$ cat config.mk
export PLATFORM = sky130hd
export DESIGN_NAME = seg7_capture_decoder
export DESIGN_NICKNAME = d
export VERILOG_FILES = /design/src/rtl/seg7_capture_decoder_pkg.sv /design/src/rtl/seg7_to_bin.sv /design/src/rtl/seg7_capture_decoder.sv
export SDC_FILE = /design/constraint.sdc
export NUM_CORES = 1
export LEC_CHECK = 0
export ABC_CLOCK_PERIOD_IN_PS = 2500
export BUFFER_PORTS_ARGS = -buffer_cell sky130_fd_sc_hd__buf_2
export CAP_MARGIN = 20
export CORE_MARGIN = 5
export CORE_UTILIZATION = 53
export CTS_CLUSTER_DIAMETER = 80
export DETAILED_ROUTE_END_ITERATION = 10
export HOLD_SLACK_MARGIN = 0.06
export PLACE_DENSITY = 0.84
export RECOVER_POWER = 25
export SKIP_LAST_GASP = 1
export SLEW_MARGIN = 20
export SYNTH_ARGS = -nofsm -noshare
export SYNTH_HDL_FRONTEND = slang
export SYNTH_SLANG_ARGS = --single-unit
$ cat constraint.sdc
create_clock -name clk -period 2.5 [get_ports clk]
set_clock_uncertainty 0.15 [all_clocks]
set_input_delay 0.25 -clock clk [delete_from_list [all_inputs] [get_ports clk]]
set_output_delay 0.25 -clock clk [all_outputs]
set_load 0.02 [all_outputs]
$ cat src/rtl/seg7_capture_decoder_pkg.sv
// seg7_capture_decoder_pkg: state encoding and hex segment table for the 7-segment capture path
package seg7_capture_decoder_pkg;
  typedef enum logic [1:0] {EMPTY = 2'd0, LOCKED = 2'd1, FAULT = 2'd2} state_t;
  localparam logic [15:0][6:0] SEG_TABLE = {
    7'h71, 7'h79, 7'h5E, 7'h39, 7'h7C, 7'h77, 7'h6F, 7'h7F,
    7'h07, 7'h7D, 7'h6D, 7'h66, 7'h4F, 7'h5B, 7'h06, 7'h3F
  };
endpackage

$ cat src/rtl/seg7_to_bin.sv
// seg7_to_bin: combinational segment pattern to hex digit decode with legality flag
module seg7_to_bin
  import seg7_capture_decoder_pkg::*;
(
  input  logic [6:0] pattern,
  output logic [3:0] digit,
  output logic       legal
);
  always_comb begin
    digit = '0;
    legal = 1'b0;
    for (int i = 0; i < 16; i++)
      if (pattern == SEG_TABLE[i]) begin
        digit = 4'(i);
        legal = 1'b1;
      end
  end
endmodule

$ cat src/rtl/seg7_capture_decoder.sv
// seg7_capture_decoder: sync, glitch-filter and decode a 7-segment bus, classifying digit steps
module seg7_capture_decoder
  import seg7_capture_decoder_pkg::*;
#(
  parameter int STABLE_CYCLES  = 4,
  parameter bit ACTIVE_LOW_SEG = 1'b0
) (
  input  logic       clk,
  input  logic       clr,
  input  logic [6:0] seg_in,
  output logic [3:0] digit_out,
  output logic       digit_valid,
  output logic       illegal,
  output logic       new_digit,
  output logic       dir_up,
  output logic       dir_down,
  output logic       step_err
);
  localparam int CW = $clog2(STABLE_CYCLES + 1);
  localparam logic [CW-1:0] STABLE = CW'(STABLE_CYCLES);
  logic [6:0] p, s1, s2, cand, acc;
  logic [CW-1:0] cnt, cnt_nxt;
  logic [3:0] dec, digit_nxt;
  logic legal, accept, step_chk, up_nxt, down_nxt;
  state_t state, state_nxt;
  assign p = ACTIVE_LOW_SEG ? ~seg_in : seg_in;
  seg7_to_bin u_dec (.pattern(s2), .digit(dec), .legal(legal));
  always_comb begin
    cnt_nxt   = s2 != cand ? CW'(1) : cnt == STABLE ? cnt : cnt + 1'b1;
    accept    = cnt_nxt == STABLE && s2 != acc;
    state_nxt = accept ? (legal ? LOCKED : FAULT) : state;
    digit_nxt = accept && legal ? dec : digit_out;
    step_chk  = accept && legal && state == LOCKED;
    up_nxt    = step_chk && dec == digit_out + 4'd1;
    down_nxt  = step_chk && dec == digit_out - 4'd1;
  end
  always_ff @(posedge clk) begin
    if (clr) begin
      s1          <= '0;
      s2          <= '0;
      cand        <= '0;
      acc         <= '0;
      cnt         <= '0;
      state       <= EMPTY;
      digit_out   <= '0;
      digit_valid <= 1'b0;
      illegal     <= 1'b0;
      new_digit   <= 1'b0;
      dir_up      <= 1'b0;
      dir_down    <= 1'b0;
      step_err    <= 1'b0;
    end else begin
      s1          <= p;
      s2          <= s1;
      cand        <= s2;
      cnt         <= cnt_nxt;
      acc         <= accept ? s2 : acc;
      state       <= state_nxt;
      digit_out   <= digit_nxt;
      digit_valid <= state_nxt == LOCKED;
      illegal     <= state_nxt == FAULT;
      new_digit   <= accept && legal;
      dir_up      <= up_nxt;
      dir_down    <= down_nxt;
      step_err    <= step_chk && !up_nxt && !down_nxt;
    end
  end
endmodule

# Word-level counts from Yosys, hierarchy flattened
# Index checks and enable logic that the tools add are counted.
# word_totals
regBits	43
latchBits	0
mem_bits_rw	0
rom_bits	0
elab_cells	85
memories	0
# op_classes
addsub	3
n_mul	0
n_div	0
order_cmp	0
eq_ne	25
shift	0
n_mux	35
bitwise_logic	0
reduce_logical	9
# ops
op	n
7-bit == test (second input constant)	12
4-bit two-way mux	8
3-bit two-way mux	6
1-bit two-way mux	17
7-bit by 3-bit == test with 1-bit output (second input constant)	2
7-bit by 6-bit == test with 1-bit output (second input constant)	2
7-bit != test	2
4-bit == test	2
2-bit two-way mux	4
1-bit logical AND	7
3-bit == test (second input constant)	2
4-bit by 1-bit adder with 4-bit output (second input constant)	1
2-bit by 1-bit == test with 1-bit output (second input constant)	2
4-bit by 1-bit subtractor with 4-bit output (second input constant)	1
3-bit by 1-bit adder with 3-bit output (second input constant)	1
2-bit == test (second input constant)	1
1-bit zero test	2

# Longest topological paths before layout
# logic_depth
word_depth	23
depth_mapped	9
ltp_nobuf	9

# Hierarchy
# A second synthesis with hierarchy kept.
# unflattened
cells_unflattened	239
area_unflattened_um2	2145.8
# by_module_without_submodules
mod	n_inst	cells_per_inst	area_each_um2	seq_area_each_um2
seg7_capture_decoder	1	178	1730.4	860.8
seg7_to_bin	1	61	415.4	0.0

# Worst setup path after synthesis
# OpenSTA, ideal clock, no wires.
# synth_timing
kind	register to register
startpoint	reg s2[5]
endpoint	reg step_err
setup_time_ns	0.115
arrival_time_ns	2.341
required_time_ns	2.235
slack_ns	-0.106
path_stages_with_launch	9
path_cell_list	dfxtp_1 > buf_2 > nand2_1 > nor3_1 > a211oi_4 > xnor3_1 > or4_1 > a2111o_1 > and3_1
# synth_between
elab_chain_cells	23
# synth_lines
item	line_no	rtl
from (decl)	seg7_capture_decoder.sv:21	logic [6:0] p, s1, s2, cand, acc;
from (signal assigned)	seg7_capture_decoder.sv:40	s2 <= '0;
from (signal assigned)	seg7_capture_decoder.sv:54	s2 <= s1;
7-bit by 6-bit == test with 1-bit output	seg7_to_bin.sv:13	if (pattern == SEG_TABLE[i]) begin
1-bit two-way mux (16 in a row)	seg7_to_bin.sv:13	
1-bit logical AND (2 in a row)	seg7_capture_decoder.sv:33	step_chk = accept && legal && state == LOCKED;
1-bit logical AND	seg7_capture_decoder.sv:34	up_nxt = step_chk && dec == digit_out + 4'd1;
1-bit zero test	seg7_capture_decoder.sv:65	step_err <= step_chk && !up_nxt && !down_nxt;
1-bit logical AND	seg7_capture_decoder.sv:65	
1-bit logical AND (*)	seg7_capture_decoder.sv:65	
to (signal assigned)	seg7_capture_decoder.sv:65	
to (decl)	seg7_capture_decoder.sv:17	output logic step_err
# Every way passes the cells marked *; elsewhere a longest branch is shown, timed or not.
# A chain may end at the register's enable or synchronous reset.

# Worst setup path in the final report
# layout_timing
startpoint	reg s2[1]
endpoint	reg step_err
# Same word-level chain as after synthesis.

==> out/qor.csv <==
metric,value,unit
Setup crit end,step_err,
htree depth,2,
Critical Path RT,2540,ps
clock root buffer,clkbuf_8,
crit-path max FO,6,
Via density,5.472,
grt met1 use,20.97,%
"most common cell after layout, fill and taps aside",buf_4,
y dimension of the die,73.39,um
Sequential Area,879.6,sq um
"Hold Vio Cnt, Final",0,
count of final setup violators,0,
Worst-Skew Late Latency,290,ps
Initial Utilization,54.01,%
grt met2 use,34.16,%
Rows,23,
routed len/inst,14.96,um
via count,1833,
Finished Layout Cells,335,
CP Data Arrival Time,2530,ps
vias in the first global route,1774,
"commonest cells after routing, fill and taps aside","37 x buf_4, 36 x dfxtp_1, 21 x nor2b_1, 21 x nor2_1, 17 x buf_2",
Tmin final,2485,ps
final net count,297,
Hold/Removal Path Class,flop to flop,
Placer Congestion,0.9529,
dominant cell type by area after synthesis,dfxtp_1,
Synth Instances,227,
first-pass GRT wire length,7852,um
router iterations before antenna repair,4,
predominant post-synthesis flop cell,dfxtp_1,
async set or reset register ratio after synthesis,0,%
CTS tree,yes,
CP Launch Type,flop,
Synth area leaders,"dfxtp_1 40%, nor2b_1 6.5%, xnor2_1 4.9%",
Post-synth EDFFs,0,
clk slew on worst S/H paths,80,ps
routing usage on met3,4.241,%
final wirelength,5012,um
Yosys top cell area share,40.42,%
Peak VDD IR,0.5362,mV
Avg Synthesized Cell Area,9.381,sq um
CP Class,flop to flop,
largest net degree at the start of global routing,23,
Top Usage Layer GRT,met2,
GRT Resource Usage Total,18.56,%
cell total after placement,317,
status,"complete, no violations",
#FFs+latches synth,43,
ratio of cells with drive above 1 in the final layout,31.93,%
Netlist cell types,47,
mapped cell area,0.002130,sq mm
Worst Setup SP,s2[1],
worst-case clock buffer depth,2,
worst reg2reg startpoint,s2[1],
Leak,1.160,nW
Iteration-0 DRC Markers,90,
fmax,402.4,MHz
# diodes,0,
antenna-violating nets left,0,
Mapped Nets,240,
setup TNS,0,ps
Rel. slew slack,40.76,%
sequential share of the synthesized area,40.42,%
warnings from Yosys,0,
Power Density,464.4,mW/mm^2
worst r2r path cells,8,
IO Pins,19,
Reg2Reg Setup Slack,20,ps
Worst setup EP type,flop,
worst r2r dst,step_err,
initial antenna violation count,0,
clock sinks,43,
DRC violations left,0,
max_cap viols,0,
die area,0.005385,sq mm
Tightest Pin Transition,888.6,ps
CTS buffer count,5,
Filler Cells Inserted,286,
RSZ-0062 raised after global routing,yes,
core area,0.003943,sq mm
Final Cycle Share,99.40,%
grt ovf,0,
Die Wd,73.39,um
PortBufs,18,
synthesis-to-finish area growth,30.96,%
area of the multi-input gates,0.001265,sq mm
Slew Limit Fails,0,
dpl hpwl,3425,um
Hold WS,289.4,ps
layout make-up:
cell class	instances	area share, %
clock buffer	5	2.467
clock inverter	3	0.8524
inverter	7	0.9421
multi-input combinational	162	45.36
sequential	43	31.54
tap	50	2.243
timing repair buffer	65	16.60
critical path: stages (launching register included):
cell      delay [ps]
dfxtp_4          390
buf_4            150
nor2b_1          200
and3_1           230
a221oi_4          50
buf_4            140
or4_1            490
a2111o_1         400
and3_1           190
synthesized netlist by cell type (2+ instances only):
master    instances
buf_4             3
nand3b_1          4
nand3_1           2
nor2b_1          22
nand2b_1          3
buf_2             4
a211oi_1          4
xnor2_1          12
o21ai_0           3
nand4_1           6
clkbuf_1          6
nor3_1            5
nor4_1            4
nor2_1           21
nand2_1           9
nor4_2            2
nor3b_1           3
ha_1              4
inv_1             7
xor2_1            8
mux2i_1           7
buf_1             2
dfxtp_1          43
o211ai_1          3
xnor3_1           2
or4_1             2
and3_1            8
a21oi_1           7
and2_1            2
nand4b_1          2
stage by stage:
step / util [%] / setup slack [ps] / area (sq um) / total power [mW]
finish: 70.74 / 15.10 / 2789 / 1.295
detailed placement: 63.38 / -75.55 / 2499 / 0.8455
global route: 70.74 / -78.00 / 2789 / 1.347
CTS: 67.66 / 10.70 / 2668 / 1.292
global placement: 63.38 / -9.316 / 2499 / 0.8418
floorplan: - / 63.78 / 2141 / 0.7987
timing repair:
item,4_1_cts,5_1_grt
pin swaps,1,3
endpoints found under the hold margin,7,0
setup buffers,0,3
resized for setup,5,24
hold buffers,7,0
gates cloned,0,0
setup endpoints to repair,2,18
sequential cells by signal (all words and copies together) (netlist names):
name,count
state,2
s1,7
cand,7
acc,7
dir_up,1
digit_out,4
new_digit,1
digit_valid,1
step_err,1
s2,7
cnt,3
dir_down,1
illegal,1
report_power, final:
group          switching [mW]  internal [mW]  leakage (nW)
Sequential             0.0163          0.699         0.354
Combinational          0.0667         0.0720         0.764
Clock                   0.242          0.200        0.0408
Total                   0.325          0.970          1.16
routing by layer:
metal | up-vias | part of all wire, % | wire length [um]
li1 | 900 | - | -
met1 | 857 | 38 | 1915
met2 | 62 | 55 | 2733
met3 | 14 | 4.6 | 233
met4 | 0 | 2.6 | 129
met5 | - | 0 | 0
cell families (layout without fill, tap and decap cells):
family                     Yosys count  in the layout  synth area share [%]
adders and majority gates            5              5                 2.879
AOI/OAI and AO/OA                   25             25                 8.813
DFF                                 43             43                 40.42
xor gates and xnor gates            23             23                 11.46
and+or+nand+nor                    101            101                 27.97
buffers and inverters               22             80                 4.642
muxes                                8              8                 3.819
how the worst min path moves through the flow:
stage / start / to / slack (ps) / cells past startpoint
after floorplan: clr / state[0] / 180 / 1
after global placement: s1[0] / s2[0] / 270 / 1
after detailed placement: s1[6] / s2[6] / 270 / 1
after CTS: clr / acc[3] / 180 / 2
after global routing: s1[5] / s2[5] / 300 / 1
final: s1[5] / s2[5] / 290 / 1
(Power assumes the default switching activity.)
